`src/rtl/sync_frame_tx.sv`:
```
// sync_frame_tx: serial frame transmitter.
// A frame is the SYNC word (MSB first), the DATA_W-bit payload (MSB first)
// and one even-parity bit, one bit per clock on tx. Frames can be sent
// back to back with no idle gap.
//
// Handshake: the producer holds start (with data) high for as long as it
// wants to send; a frame is accepted on any rising edge where start=1 and
// ready=1, and data is captured on that same edge. start while ready=0 is
// dropped, never queued. ready is combinational from the state register.
module sync_frame_tx #(
   parameter int                DATA_W   = 8,
   parameter int                SYNC_W   = 4,
   parameter logic [SYNC_W-1:0] SYNC     = 4'b1101,
   parameter logic              IDLE_BIT = 1'b0
) (
   input  logic              clk,
   input  logic              reset,
   input  logic              start,
   input  logic [DATA_W-1:0] data,
   output logic              ready,
   output logic              busy,
   output logic              tx,
   output logic              tx_valid,
   output logic              done,
   output logic [1:0]        state
);

   localparam int MAX_W = (SYNC_W > DATA_W) ? SYNC_W : DATA_W;
   localparam int CNT_W = (MAX_W > 1) ? $clog2(MAX_W) : 1;
   localparam logic [CNT_W-1:0] SYNC_LAST = CNT_W'(SYNC_W - 1);
   localparam logic [CNT_W-1:0] DATA_LAST = CNT_W'(DATA_W - 1);

   typedef enum logic [1:0] {
      S_IDLE   = 2'b00,
      S_SYNC   = 2'b01,
      S_DATA   = 2'b10,
      S_PARITY = 2'b11
   } state_t;

   state_t            state_q, next_state;
   logic [CNT_W-1:0]  cnt, next_cnt;
   logic [SYNC_W-1:0] sync_sh;
   logic [DATA_W-1:0] data_sh;
   logic              parity;
   logic              accept;
   logic              tx_d, tx_valid_d, done_d;
   logic              sync_shift, data_shift;

   assign state  = state_q;
   assign ready  = (state_q == S_IDLE) || (state_q == S_PARITY);
   assign busy   = (state_q != S_IDLE);
   assign accept = start && ready;

   // State register, bit counter and registered line outputs; reset wins over start.
   always_ff @(posedge clk) begin
      if (reset) begin
         state_q  <= S_IDLE;
         cnt      <= '0;
         tx       <= IDLE_BIT;
         tx_valid <= 1'b0;
         done     <= 1'b0;
      end else begin
         state_q  <= next_state;
         cnt      <= next_cnt;
         tx       <= tx_d;
         tx_valid <= tx_valid_d;
         done     <= done_d;
      end
   end

   // Payload/sync shift registers and parity; the MSB is consumed as it is emitted.
   always_ff @(posedge clk) begin
      if (reset) begin
         sync_sh <= '0;
         data_sh <= '0;
         parity  <= 1'b0;
      end else if (accept) begin
         sync_sh <= SYNC << 1;
         data_sh <= data;
         parity  <= ^data;
      end else begin
         if (sync_shift) sync_sh <= sync_sh << 1;
         if (data_shift) data_sh <= data_sh << 1;
      end
   end

   // Next-state and counter sequencing through sync, payload and parity.
   always_comb begin
      next_state = state_q;
      next_cnt   = cnt;
      case (state_q)
         S_IDLE: begin
            if (accept) begin
               next_state = S_SYNC;
               next_cnt   = '0;
            end
         end
         S_SYNC: begin
            if (cnt == SYNC_LAST) begin
               next_state = S_DATA;
               next_cnt   = '0;
            end else begin
               next_cnt = cnt + CNT_W'(1);
            end
         end
         S_DATA: begin
            if (cnt == DATA_LAST) begin
               next_state = S_PARITY;
               next_cnt   = '0;
            end else begin
               next_cnt = cnt + CNT_W'(1);
            end
         end
         S_PARITY: begin
            next_state = accept ? S_SYNC : S_IDLE;
            next_cnt   = '0;
         end
         default: begin
            next_state = S_IDLE;
            next_cnt   = '0;
         end
      endcase
   end

   // Line outputs are computed for the state being entered so they register on the same edge.
   always_comb begin
      tx_d       = IDLE_BIT;
      tx_valid_d = 1'b0;
      done_d     = 1'b0;
      sync_shift = 1'b0;
      data_shift = 1'b0;
      case (next_state)
         S_SYNC: begin
            tx_valid_d = 1'b1;
            if (accept) begin
               tx_d = SYNC[SYNC_W-1];
            end else begin
               tx_d       = sync_sh[SYNC_W-1];
               sync_shift = 1'b1;
            end
         end
         S_DATA: begin
            tx_valid_d = 1'b1;
            tx_d       = data_sh[DATA_W-1];
            data_shift = 1'b1;
         end
         S_PARITY: begin
            tx_valid_d = 1'b1;
            tx_d       = parity;
            done_d     = 1'b1;
         end
         default: begin
            tx_d = IDLE_BIT;
         end
      endcase
   end

endmodule

```
`config.mk`:
```
export PLATFORM = sky130hd
export DESIGN_NAME = sync_frame_tx
export DESIGN_NICKNAME = d
export VERILOG_FILES = /design/src/rtl/sync_frame_tx.sv
export SDC_FILE = /design/constraint.sdc
export NUM_CORES = 1
export LEC_CHECK = 0
export BUFFER_PORTS_ARGS = -buffer_cell sky130_fd_sc_hd__buf_2
export CAP_MARGIN = 10
export CORE_MARGIN = 2
export CORE_UTILIZATION = 45
export CTS_CLUSTER_DIAMETER = 30
export DETAILED_ROUTE_END_ITERATION = 10
export GPL_ROUTABILITY_DRIVEN = 0
export PLACE_DENSITY = 0.68
export REMOVE_ABC_BUFFERS = 1
export SLEW_MARGIN = 20
export SYNTH_ARGS = -nofsm -noshare
export SYNTH_HDL_FRONTEND = slang
export SYNTH_SLANG_ARGS = --single-unit
```
`constraint.sdc`:
```
create_clock -name clk -period 1.92 [get_ports clk]
set_input_delay 0.096 -clock clk [delete_from_list [all_inputs] [get_ports clk]]
set_output_delay 0.096 -clock clk [all_outputs]
set_load 0.1 [all_outputs]
```
==> out/results.tsv, run 1 <==
metric	value	unit
grt_remaining_overflow	0	
peakVddDrop	0.471	mV
area_growth	27.1	%
critPathTopFamily	compound AO/OA/AOI/OAI gates	
cp_slowest_stage_delay	350	ps
grt_pass1_vias	894	
drv_cap	0	
yosysWarnings	0	
worst_setup_path_start_kind	register	
hold_violations	0	
antenna_cells	0	
drt_pre_antenna_iters	4	
fin_crit	1890	ps
hold_class	in -> reg	
layout-drive-gt1-share	34.0	%
viasPerCell	5.10	
maxSlewViolCount	0	
avgSynthCellArea	8.62	um^2
synthArstFlopShare	0	%
io-pin-count	18	
synth_edf_count	0	
portBuffers	17	
rows	18	
ys_ff_latch	20	
grt_pass1_wl	3640	um
yosys_most_used_dff	dfxtp_1	
finalCritPeriodShare	98.3	%
outcome	finished clean	
cts_max_level	1	
core	2430	um^2
end_kind	register	
die_y	54.1	um
initial_core_util	46.4	%
netlist_instances	131	
slowest_stage	dfxtp_1	
cts_hold_buffers	0	
dieArea	2920	um^2
fillers	227	
setup_violations	0	
clk_pin_slew	100	ps
tightest_slew	490	ps
fin_cells	189	
critical_path_class	reg -> reg	
powerDensity	708	nW/um^2
cts_made_buffers	3	
syn_area	1130	um^2
clockBufferDepth	2	
ant_nets	0	
yosysUniqueCellTypes	31	
path_max_fanout	7	
cts_sinks	20	
clock_latency	290	ps
die_w	54.1	um
crit_chain	ha_4 > ha_4 > o22a_2 > o2bb2ai_4 > o31ai_4 > buf_4 > clkbuf_16 > buf_4 > a311oi_2	
drtIter0Drc	11	
dp_hpwl	1680	um
detail_route.wirelength	2280	um
num_vias	964	
max_slew_margin	67.6	%
yosysSeqAreaShare	35.5	%
grt_max_degree	21	
place_inst	183	
drc	0	
cts_root_buf	clkbuf_4	
fmax	530	MHz
crit_buf_inv	3	
cts_tree	built	
leakage	0.588	nW
nNetsFinal	182	
total_power	1.01	mW
cp.arrival	2100	ps
finClkSkew	2.04	ps
grt_antenna_before_repair	0	
critPathRequiredTime	2130	ps
detail_route.wl_per_cell	12.0	um
globalRouteTotalUtil	17.0	%
## registers in the layout, indices dropped and copies added, names as in the netlist
register / flops
tx_valid: 1
cnt: 3
state: 2
sync_sh: 3
done: 1
tx: 1
data_sh: 8
parity: 1
## cell usage after synthesis (3+ instances only)
master / n / area share [%]
nor2_1: 23 / 7.6
dfxtp_1: 20 / 35
nand2_1: 14 / 4.7
ha_1: 10 / 11
inv_1: 10 / 3.3
a21oi_1: 8 / 3.5
xnor2_1: 7 / 5.4
nor3_1: 5 / 2.2
a311oi_1: 4 / 3.1
clkbuf_1: 3 / 1.0
nand2b_1: 3 / 1.7
## cells by family (layout without fill, tap and decap cells)
group | Yosys count | in the layout | synth area share, %
compound gates | 28 | 28 | 22.3
xor+xnor | 7 | 7 | 5.43
fa+ha+maj | 10 | 10 | 11.1
buf+inv | 15 | 43 | 5.99
flops | 20 | 20 | 35.5
mux | 1 | 1 | 0.887
simple gates | 50 | 50 | 18.8
## power breakdown
part | switching, mW | internal (mW)
Combinational | 0.222 | 0.138
Sequential | 0.0163 | 0.449
Clock | 0.116 | 0.0729
## timing repair
item / in CTS / in global routing
buffers inserted: 0 / 2
pin swaps: 1 / 6
gates resized for setup: 1 / 15
endpoints found under the hold margin: 0 / 0
setup endpoints to repair: 2 / 10
cloned: 0 / 1
## cells in the final DEF (no fill, tap or decap), types with 3 or more instances in the layout
master	count
xnor2_1	7
clkbuf_4	3
ha_1	6
inv_1	8
nand2_1	14
a21oi_1	8
nor3_1	5
buf_4	10
buf_2	17
nor2_1	22
nand2b_1	3
a311oi_1	4
dfxtp_2	3
dfxtp_1	17
## area by class of cell
class	count	area (um^2)	area share, %
clock buffers	3	22.5	1.57
repair buffers	30	216	15.1
inverters	10	37.5	2.62
well taps	30	37.5	2.62
multi-input cells	96	716	49.9
flip-flops and latches	20	404	28.2
## through the flow
stage	area (um^2)	TNS (ps)	hold slack [ps]	util [%]	worst slack, ps
6_report	1430	0	83.6	59.0	32.1
5_1_grt	1430	-43.9	70.5	59.0	-20.9
4_1_cts	1340	0	72.5	55.2	11.4
3_5_place_dp	1310	0	397	53.8	25.1
3_3_place_gp	1310	0	385	53.8	42.0
2_1_floorplan	1100	-16300	164	-	-925
## worst paths after layout
path                                 from                      end  slack (ps)  cells after the start
setup / recovery      cnt[1]$_SDFFE_PP0P_  data_sh[7]$_SDFFE_PP0P_          30                      9
hold / removal                    data[4]  data_sh[4]$_SDFFE_PP0P_          80                      3
setup reg to reg      cnt[1]$_SDFFE_PP0P_  data_sh[7]$_SDFFE_PP0P_          30                      9
hold reg to reg   data_sh[3]$_SDFFE_PP0P_  data_sh[4]$_SDFFE_PP0P_         490                      2
## per-layer routing
metal	wire (um)	track usage (%)	part of all wire [%]	vias up
li1	-	-	-	505
met1	1020	19.8	45	446
met2	1190	30.5	52	11
met3	50	1.67	2.2	2
met4	19	8.75	0.84	0
met5	0	0	0	-
## worst register-to-register path, cell delays in order (launching register included)
cell	delay [ps]
dfxtp_1	350
ha_4	180
ha_4	160
o22a_2	230
o2bb2ai_4	160
o31ai_4	110
buf_4	150
clkbuf_16	150
buf_4	130
a311oi_2	190
No activity file was read; power rests on OpenSTA's default activity.
==> run 2, diff against run 1 <==
Settings changed: CORE_MARGIN 2 to 1.5.
==> out/results.tsv, run 2 (same netlist as run 1, synthesis figures left out) <==
metric	value	unit
outcome	finished clean	
cts_made_buffers	3	
area_growth	28.8	%
path_max_fanout	8	
drv_cap	0	
critPathRequiredTime	2170	ps
grt_max_degree	21	
drc	0	
setup_violations	0	
holdWs	47.1	ps
place_inst	179	
die_w	53.1	um
setup_tns	0	ps
maxSlewViolCount	0	
detail_route.wirelength	2450	um
dieArea	2820	um^2
cp.arrival	2090	ps
drt_pre_antenna_iters	4	
portBuffers	17	
fin_crit	1830	ps
antenna_cells	0	
cts_root_buf	clkbuf_4	
leakage	0.602	nW
layout-drive-gt1-share	35.2	%
final_util	63.3	%
viasPerCell	5.24	
hold-path-cell-count	3	
powerDensity	815	nW/um^2
io-pin-count	18	
final_cell_mix	nor2_1, buf_2, dfxtp_1	
finClkSkew	2.82	ps
fmax	546	MHz
top_register	data_sh	
drtIter0Drc	18	
detail_route.wl_per_cell	13.1	um
finalInstanceArea	1450	um^2
tightest_slew	488	ps
top_regs	data_sh (8), cnt (3), sync_sh (3)	
die_y	53.1	um
max_slew_margin	67.7	%
finalCritPeriodShare	95.4	%
num_vias	980	
peakVddDrop	0.571	mV
nNetsFinal	181	
hold_violations	0	
clock_latency	310	ps
initial_core_util	49.1	%
post_dp_cell_area	1290	um^2
cts_tree	built	
cts_max_level	1	
ant_nets	0	
grt_pass1_vias	858	
hold_class	in -> reg	
grt_pass1_wl	3720	um
r2r_cells	8	
critical_path_class	reg -> reg	
layout_setup_ws	87.7	ps
globalRouteTotalUtil	18.1	%
clk_pin_slew	120	ps
grt_antenna_before_repair	0	
clockBufferDepth	2	
grt_remaining_overflow	0	
end_kind	register	
core	2300	um^2
dp_hpwl	1650	um
rows	17	
total_power	1.18	mW
layout_commonest_cell	nor2_1	
fin_cells	187	
cts_sinks	20	
worst_setup_path_start_kind	register	
largest_reg_flops	8	
dp_slack	1.63	ps
[run 2: power breakdown]
| group | switching [mW] | leakage, nW | internal (mW) |
|---|---|---|---|
| logic | 0.228 | 0.408 | 0.139 |
| registers | 0.0171 | 0.166 | 0.449 |
| clock network | 0.140 | 0.0279 | 0.211 |
| total | 0.385 | 0.602 | 0.800 |
[run 2: per-layer routing]
| metal | vias to the layer above | wire length (um) | track usage, % |
|---|---|---|---|
| met3 | 5 | 83 | 4.24 |
| li1 | 506 | - | - |
| met2 | 16 | 1080 | 27.5 |
| met1 | 453 | 1230 | 24.4 |
| met4 | 0 | 56 | 7.69 |
| met5 | - | 0 | 0 |
[run 2: layout make-up]
cell class | instances | area (um^2)
Sequential cell | 20 | 405
Timing Repair Buffer | 29 | 205
Clock inverter | 1 | 30.0
Fill cell | 202 | 843
Tap cell | 28 | 35.0
Clock buffer | 3 | 22.5
Inverter | 10 | 37.5
Multi-Input combinational cell | 96 | 718
[run 2: worst paths after layout]
path | from | endpoint | slack, ps
worst max-delay path | cnt[0]$_SDFFE_PP0P_ | data_sh[0]$_SDFFE_PP0P_ | 90
worst min-delay path | data[5] | data_sh[5]$_SDFFE_PP0P_ | 50
worst max register to register | cnt[0]$_SDFFE_PP0P_ | data_sh[0]$_SDFFE_PP0P_ | 90
worst min register to register | data_sh[2]$_SDFFE_PP0P_ | data_sh[3]$_SDFFE_PP0P_ | 490
[run 2: critical path: stages, from the launching register on]
cell	delay, ps
dfxtp_2	360
ha_4	160
ha_2	170
o22a_2	230
o2bb2ai_2	220
o31ai_4	130
buf_12	150
o2bb2a_1	280
nor2_1	80
[run 2: what timing repair did]
action	CTS	global route
setup buffers	0	3
gates cloned	0	1
hold buffers	0	0
pin swaps	0	4
resized for setup	1	15
endpoints found under the setup margin	3	12
